[src/rtl/elevator_scan_ctrl.sv]
// elevator_scan_ctrl: N-floor elevator controller with SCAN scheduling.
// Call pulses are latched into a pending vector. The car keeps its direction
// while requests lie ahead, then reverses. Floor travel time and door dwell
// time are counted internally.
module elevator_scan_ctrl #(
    parameter int NUM_FLOORS = 8,
    parameter int FLOOR_W    = $clog2(NUM_FLOORS),
    parameter int TRAVEL_CYC = 4,
    parameter int DOOR_CYC   = 6
) (
    input  logic                  clk,
    input  logic                  reset,
    input  logic [NUM_FLOORS-1:0] call_req,
    input  logic                  door_hold,
    output logic [FLOOR_W-1:0]    current_floor,
    output logic [1:0]            motor_dir,
    output logic                  door,
    output logic [NUM_FLOORS-1:0] pending,
    output logic                  arrive
);

    localparam int TRV_W = (TRAVEL_CYC > 1) ? $clog2(TRAVEL_CYC) : 1;
    localparam int DWL_W = (DOOR_CYC > 1) ? $clog2(DOOR_CYC) : 1;
    localparam logic [TRV_W-1:0] TRV_LAST = TRV_W'(TRAVEL_CYC - 1);
    localparam logic [DWL_W-1:0] DWL_LAST = DWL_W'(DOOR_CYC - 1);

    localparam logic [1:0] DIR_STOP = 2'b00;
    localparam logic [1:0] DIR_UP   = 2'b01;
    localparam logic [1:0] DIR_DN   = 2'b10;

    typedef enum logic [1:0] {
        IDLE,
        MOVING_UP,
        MOVING_DN,
        DOOR_OPEN
    } state_t;

    state_t               state;
    logic                 dir_last_up;
    logic [TRV_W-1:0]     travel_cnt;
    logic [DWL_W-1:0]     dwell_cnt;

    logic [NUM_FLOORS-1:0] req;
    logic [NUM_FLOORS-1:0] pend_base;
    logic                  above;
    logic                  below;
    logic [FLOOR_W-1:0]    floor_up;
    logic [FLOOR_W-1:0]    floor_dn;

    // True when any request lies strictly above floor f.
    function automatic logic any_above(input logic [NUM_FLOORS-1:0] v,
                                       input logic [FLOOR_W-1:0] f);
        logic r;
        r = 1'b0;
        for (int i = 0; i < NUM_FLOORS; i++)
            if (i > int'(f) && v[i]) r = 1'b1;
        return r;
    endfunction

    // True when any request lies strictly below floor f.
    function automatic logic any_below(input logic [NUM_FLOORS-1:0] v,
                                       input logic [FLOOR_W-1:0] f);
        logic r;
        r = 1'b0;
        for (int i = 0; i < NUM_FLOORS; i++)
            if (i < int'(f) && v[i]) r = 1'b1;
        return r;
    endfunction

    // Request view used for decisions this cycle, and the next pending value.
    // A call for the open-door floor is never latched; it only extends dwell.
    always_comb begin
        req       = pending | call_req;
        above     = any_above(req, current_floor);
        below     = any_below(req, current_floor);
        floor_up  = current_floor + FLOOR_W'(1);
        floor_dn  = current_floor - FLOOR_W'(1);
        pend_base = req;
        if (state == DOOR_OPEN)
            pend_base[current_floor] = 1'b0;
    end

    // Controller FSM with registered Moore outputs and request latching.
    always_ff @(posedge clk or posedge reset) begin
        if (reset) begin
            state         <= IDLE;
            current_floor <= '0;
            pending       <= '0;
            dir_last_up   <= 1'b1;
            motor_dir     <= DIR_STOP;
            door          <= 1'b0;
            arrive        <= 1'b0;
            travel_cnt    <= '0;
            dwell_cnt     <= '0;
        end else begin
            arrive  <= 1'b0;
            pending <= pend_base;
            case (state)
                IDLE: begin
                    if (req[current_floor]) begin
                        state                  <= DOOR_OPEN;
                        door                   <= 1'b1;
                        dwell_cnt              <= '0;
                        pending[current_floor] <= 1'b0;
                    end else if (above && (!below || dir_last_up)) begin
                        state       <= MOVING_UP;
                        motor_dir   <= DIR_UP;
                        dir_last_up <= 1'b1;
                        travel_cnt  <= '0;
                    end else if (below) begin
                        state       <= MOVING_DN;
                        motor_dir   <= DIR_DN;
                        dir_last_up <= 1'b0;
                        travel_cnt  <= '0;
                    end
                end
                MOVING_UP: begin
                    if (travel_cnt == TRV_LAST) begin
                        travel_cnt    <= '0;
                        current_floor <= floor_up;
                        arrive        <= 1'b1;
                        if (req[floor_up]) begin
                            state             <= DOOR_OPEN;
                            motor_dir         <= DIR_STOP;
                            door              <= 1'b1;
                            dwell_cnt         <= '0;
                            pending[floor_up] <= 1'b0;
                        end else if (!any_above(req, floor_up)) begin
                            state     <= IDLE;
                            motor_dir <= DIR_STOP;
                        end
                    end else begin
                        travel_cnt <= travel_cnt + TRV_W'(1);
                    end
                end
                MOVING_DN: begin
                    if (travel_cnt == TRV_LAST) begin
                        travel_cnt    <= '0;
                        current_floor <= floor_dn;
                        arrive        <= 1'b1;
                        if (req[floor_dn]) begin
                            state             <= DOOR_OPEN;
                            motor_dir         <= DIR_STOP;
                            door              <= 1'b1;
                            dwell_cnt         <= '0;
                            pending[floor_dn] <= 1'b0;
                        end else if (!any_below(req, floor_dn)) begin
                            state     <= IDLE;
                            motor_dir <= DIR_STOP;
                        end
                    end else begin
                        travel_cnt <= travel_cnt + TRV_W'(1);
                    end
                end
                DOOR_OPEN: begin
                    if (door_hold || call_req[current_floor]) begin
                        dwell_cnt <= '0;
                    end else if (dwell_cnt == DWL_LAST) begin
                        state     <= IDLE;
                        door      <= 1'b0;
                        dwell_cnt <= '0;
                    end else begin
                        dwell_cnt <= dwell_cnt + DWL_W'(1);
                    end
                end
                default: begin
                    state     <= IDLE;
                    motor_dir <= DIR_STOP;
                    door      <= 1'b0;
                end
            endcase
        end
    end

endmodule

[config.mk]
export PLATFORM = sky130hd
export DESIGN_NAME = elevator_scan_ctrl
export DESIGN_NICKNAME = d
export VERILOG_FILES = /design/src/rtl/elevator_scan_ctrl.sv
export SDC_FILE = /design/constraint.sdc
export NUM_CORES = 1
export LEC_CHECK = 0
export CAP_MARGIN = 0
export CELL_PAD_IN_SITES_DETAIL_PLACEMENT = 1
export CELL_PAD_IN_SITES_GLOBAL_PLACEMENT = 1
export CORE_UTILIZATION = 42
export DETAILED_ROUTE_END_ITERATION = 16
export HOLD_SLACK_MARGIN = 0.15
export PLACE_DENSITY = 0.84
export SLEW_MARGIN = 20
export SYNTH_ARGS = -nofsm -noshare
export SYNTH_HDL_FRONTEND = slang
export SYNTH_SLANG_ARGS = --single-unit
export TNS_END_PERCENT = 20
[constraint.sdc]
create_clock -name clk -period 4.27 [get_ports clk]
set_input_delay 0.427 -clock clk [delete_from_list [all_inputs] [get_ports clk]]
set_output_delay 0.427 -clock clk [all_outputs]
set_load 0.02 [all_outputs]
==> results.toml <==
[logic_synthesis]
synthSimpleGateAreaFrac_pct = 18.1
synth_fa_ha_area_share_pct = 8.06
synth_mux_area_share_pct = 10.1
syn_nets = 283
syn_area_per_cell_sq_um = 8.42
synth-compound-area-share_pct = 30.2
synth.cell_area_sq_um = 2170
synth-edff-count = 0
synthCells = 258
synth_cell_types = 68
synthXorXnorAreaFrac_pct = 1.15
synth_seq_cells = 23
ys_seq_area_share_pct = 26.6
ys.flop_type = "dfrtp_1"
synthArstFlopShare_pct = 100
synth_top_family_by_area = "compound AO/OA/AOI/OAI gates"
yosys_warnings = 0

[cts]
cts_sinks = 23
insertion_delay_ns = 0.28
cts_max_level = 1
cts_buffer_depth = 2
cts-root-buf = "clkbuf_8"
ctsResizeCount = 0
numCtsBuffers = 3
postCtsHoldBufs = 0
cts_setup_buffers = 0
cts_tree = "done"
clk_pin_slew_ns = 0.10

[run]
max_cap_violations = 0

[place]
dp_hpwl_um = 5540
io_buffers = 25
place_congestion = 0.987
place_inst = 337

[route]
vias = 2291
drt_pass1_iterations = 5
drt-initial-drc-count = 313
post_drt_wl_per_cell_um = 22.4
drc = 0
viasPerCell = 6.72
ant_nets = 0
finalWirelength_um = 7630

[grt]
grt_max_degree = 38
antenna_found_initial = 0
grt_pass1_wl_um = 12100
grt_pass1_vias = 2244
grt-ovfl-total = 0
grt_use_total_pct = 29.9

[final_layout]
drive_gt1_share_pct = 9.49
antennaDiodeCount = 0
layoutNonFillerInstCount = 341
layout.nets = 300
syn_to_final_growth_pct = 15.1

[floorplanning]
initial_utilization_pct = 44.8
fp.coreArea_sq_um = 4850
io-pin-count = 26
die_y_um = 73.9
rows = 25
die_area_sq_um = 5460
die_w_um = 73.9

[sta]
setup_violations = 0
fmax_mhz = 320
final_hold_viol_count = 0
fin_crit_sh_pct = 73.2
worst_pin_slew_ns = 0.979
relSlewSlack_pct = 34.6
holdWs_ns = 0.481
fin_skew_ns = 0.00708
rsz0062_at_grt = "no"
final_max_slew_viol_count = 0
period_minus_slack_ns = 3.12
fin_setup_tns_ns = 0

[pwr]
intPower_w = 0.00105
ir_worst_vdd_mv = 0.461
p_leak_nw = 0.969
pwr-share-comb_pct = 74.9
p_seq_share_pct = 18.6
switching_share_pct = 54.7
p_per_area_nw_per_um2 = 929
clock_power_share_pct = 6.5
p_switching_w = 0.00127

[critical_path]
critPathKind = "reg2reg"
startpoint_type = "flip-flop"
required_ns = 4.39
crit_fanout = 22
end_kind = "flip-flop"
cp_data_arrival_time_ns = 3.25

[run_status]
status = "finished, final reports clean"

[hold_path]
hp-class = "reg2reg"
==> critical path, cell delays in order (launching register included) <==
cell,delay (ns)
dfrtp_1,0.34
buf_4,0.26
inv_2,0.17
ha_1,0.66
inv_1,0.23
mux4_2,0.31
o21ai_1,0.11
a2111oi_0,0.72
a311oi_1,0.17
==> power groups by stage <==
| stage | clock, W | sequential (W) | combinational, W |
|---|---|---|---|
| after global placement | 0 | 0.000430 | 0.00165 |
| after floorplan | 0 | 0.000486 | 0.00112 |
| final | 0.000151 | 0.000431 | 0.00174 |
| after detailed placement | 0 | 0.000435 | 0.00170 |
| after global routing | 0.000159 | 0.000445 | 0.00188 |
| after CTS | 0.000154 | 0.000430 | 0.00171 |
==> metrics by stage <==
step | utilization, % | setup WS (ns) | power (W) | area (sq um)
after floorplan | - | 1.09 | 0.00161 | 2170
after global placement | 50.6 | 1.22 | 0.00208 | 2450
after detailed placement | 50.6 | 1.17 | 0.00214 | 2450
after CTS | 51.6 | 1.17 | 0.00229 | 2500
after global routing | 51.6 | 0.968 | 0.00248 | 2500
final | 51.6 | 1.15 | 0.00232 | 2500
==> worst paths after layout <==
path,start,endpoint,depth (start not counted),slack (ns)
max,current_floor[1],pending[0],8,1.15
min,dir_last_up,dir_last_up,2,0.48
max reg2reg,current_floor[1],pending[0],8,1.15
min reg2reg,dir_last_up,dir_last_up,2,0.48
max in group asynchronous,reset,current_floor[2],2,3.01
min in group asynchronous,reset,dwell_cnt[0],2,0.67
==> per-layer routing <==
metal / part of all wire (%) / routed length, um / track usage, %
met1: 43 / 3270 / 41.8
met2: 46 / 3530 / 45.7
met3: 7.4 / 567 / 4.53
met4: 3.5 / 264 / 13.5
met5: 0 / 0 / 0
==> kinds of logic after synthesis <==
logic type | Yosys count
simple gates | 78
xor+xnor | 2
mux | 15
fa+ha+maj | 14
buf+inv | 31
compound gates | 95
flops | 23
==> state kept, by name, indices dropped and copies added, names as in the netlist <==
| signal | flops |
|---|---|
| pending | 8 |
| current_floor | 3 |
| dwell_cnt | 3 |
| motor_dir | 2 |
| state | 2 |
| travel_cnt | 2 |
| arrive | 1 |
| dir_last_up | 1 |
| door | 1 |
==> area by class of cell <==
cell class / instances / area [sq um]
clock buffer: 3 / 41.3
inverter: 16 / 60.1
fill: 585 / 2350
tap: 67 / 83.8
multi-input combinational: 204 / 1470
clock inverter: 1 / 5.00
sequential: 23 / 577
timing repair buffer: 27 / 265
==> cell usage in the layout (no fill, tap or decap), types with 2 or more instances in the layout <==
cell type        synthesis  routed
nor4_1                   2       2
a41oi_1                  4       4
nor2_1                  19      19
o211ai_1                 2       2
a21o_1                   2       2
nor2_2                   4       4
nor3b_1                  2       2
mux4_2                   4       4
o2bb2ai_1                2       2
a31oi_1                  7       7
mux2_1                   3       3
a211oi_1                 3       3
a311oi_1                 2       2
inv_1                   13      13
buf_4                    1       2
o21ai_0                 17      17
nand2_1                 21      21
nand4b_1                 2       2
a221oi_1                 4       4
o2111ai_1                2       2
mux2i_1                  5       5
mux2_2                   2       2
nand3_1                  5       5
inv_2                    2       2
ha_1                    14      14
o221ai_1                 2       2
o32ai_1                  2       2
a22oi_1                  2       2
nor2b_1                  4       4
clkdlybuf4s50_1          0      25
o21bai_1                 4       4
clkbuf_8                 0       3
dfrtp_1                 22      22
a21oi_1                 18      18
o22ai_1                  5       5
a2bb2oi_1                2       2
nand2b_1                 3       3
o31ai_1                  2       2
nor3_1                   7       7
==> synth_stat cells (all sizes together) (5+ instances only) <==
cell type  instances  area (sq um)
dfrtp             22           551
o22ai              5          31.3
nand2             21          78.8
buf                6          31.3
nand3              5          25.0
inv               15          56.3
ha                14           175
a31oi              7          43.8
o21ai             18          90.1
a21oi             18          90.1
mux2i              6          72.6
mux2               5          56.3
nor3               7          35.0
nor2              23          96.3
clkbuf             9          35.0
No activity file was read; power rests on OpenSTA's default activity.
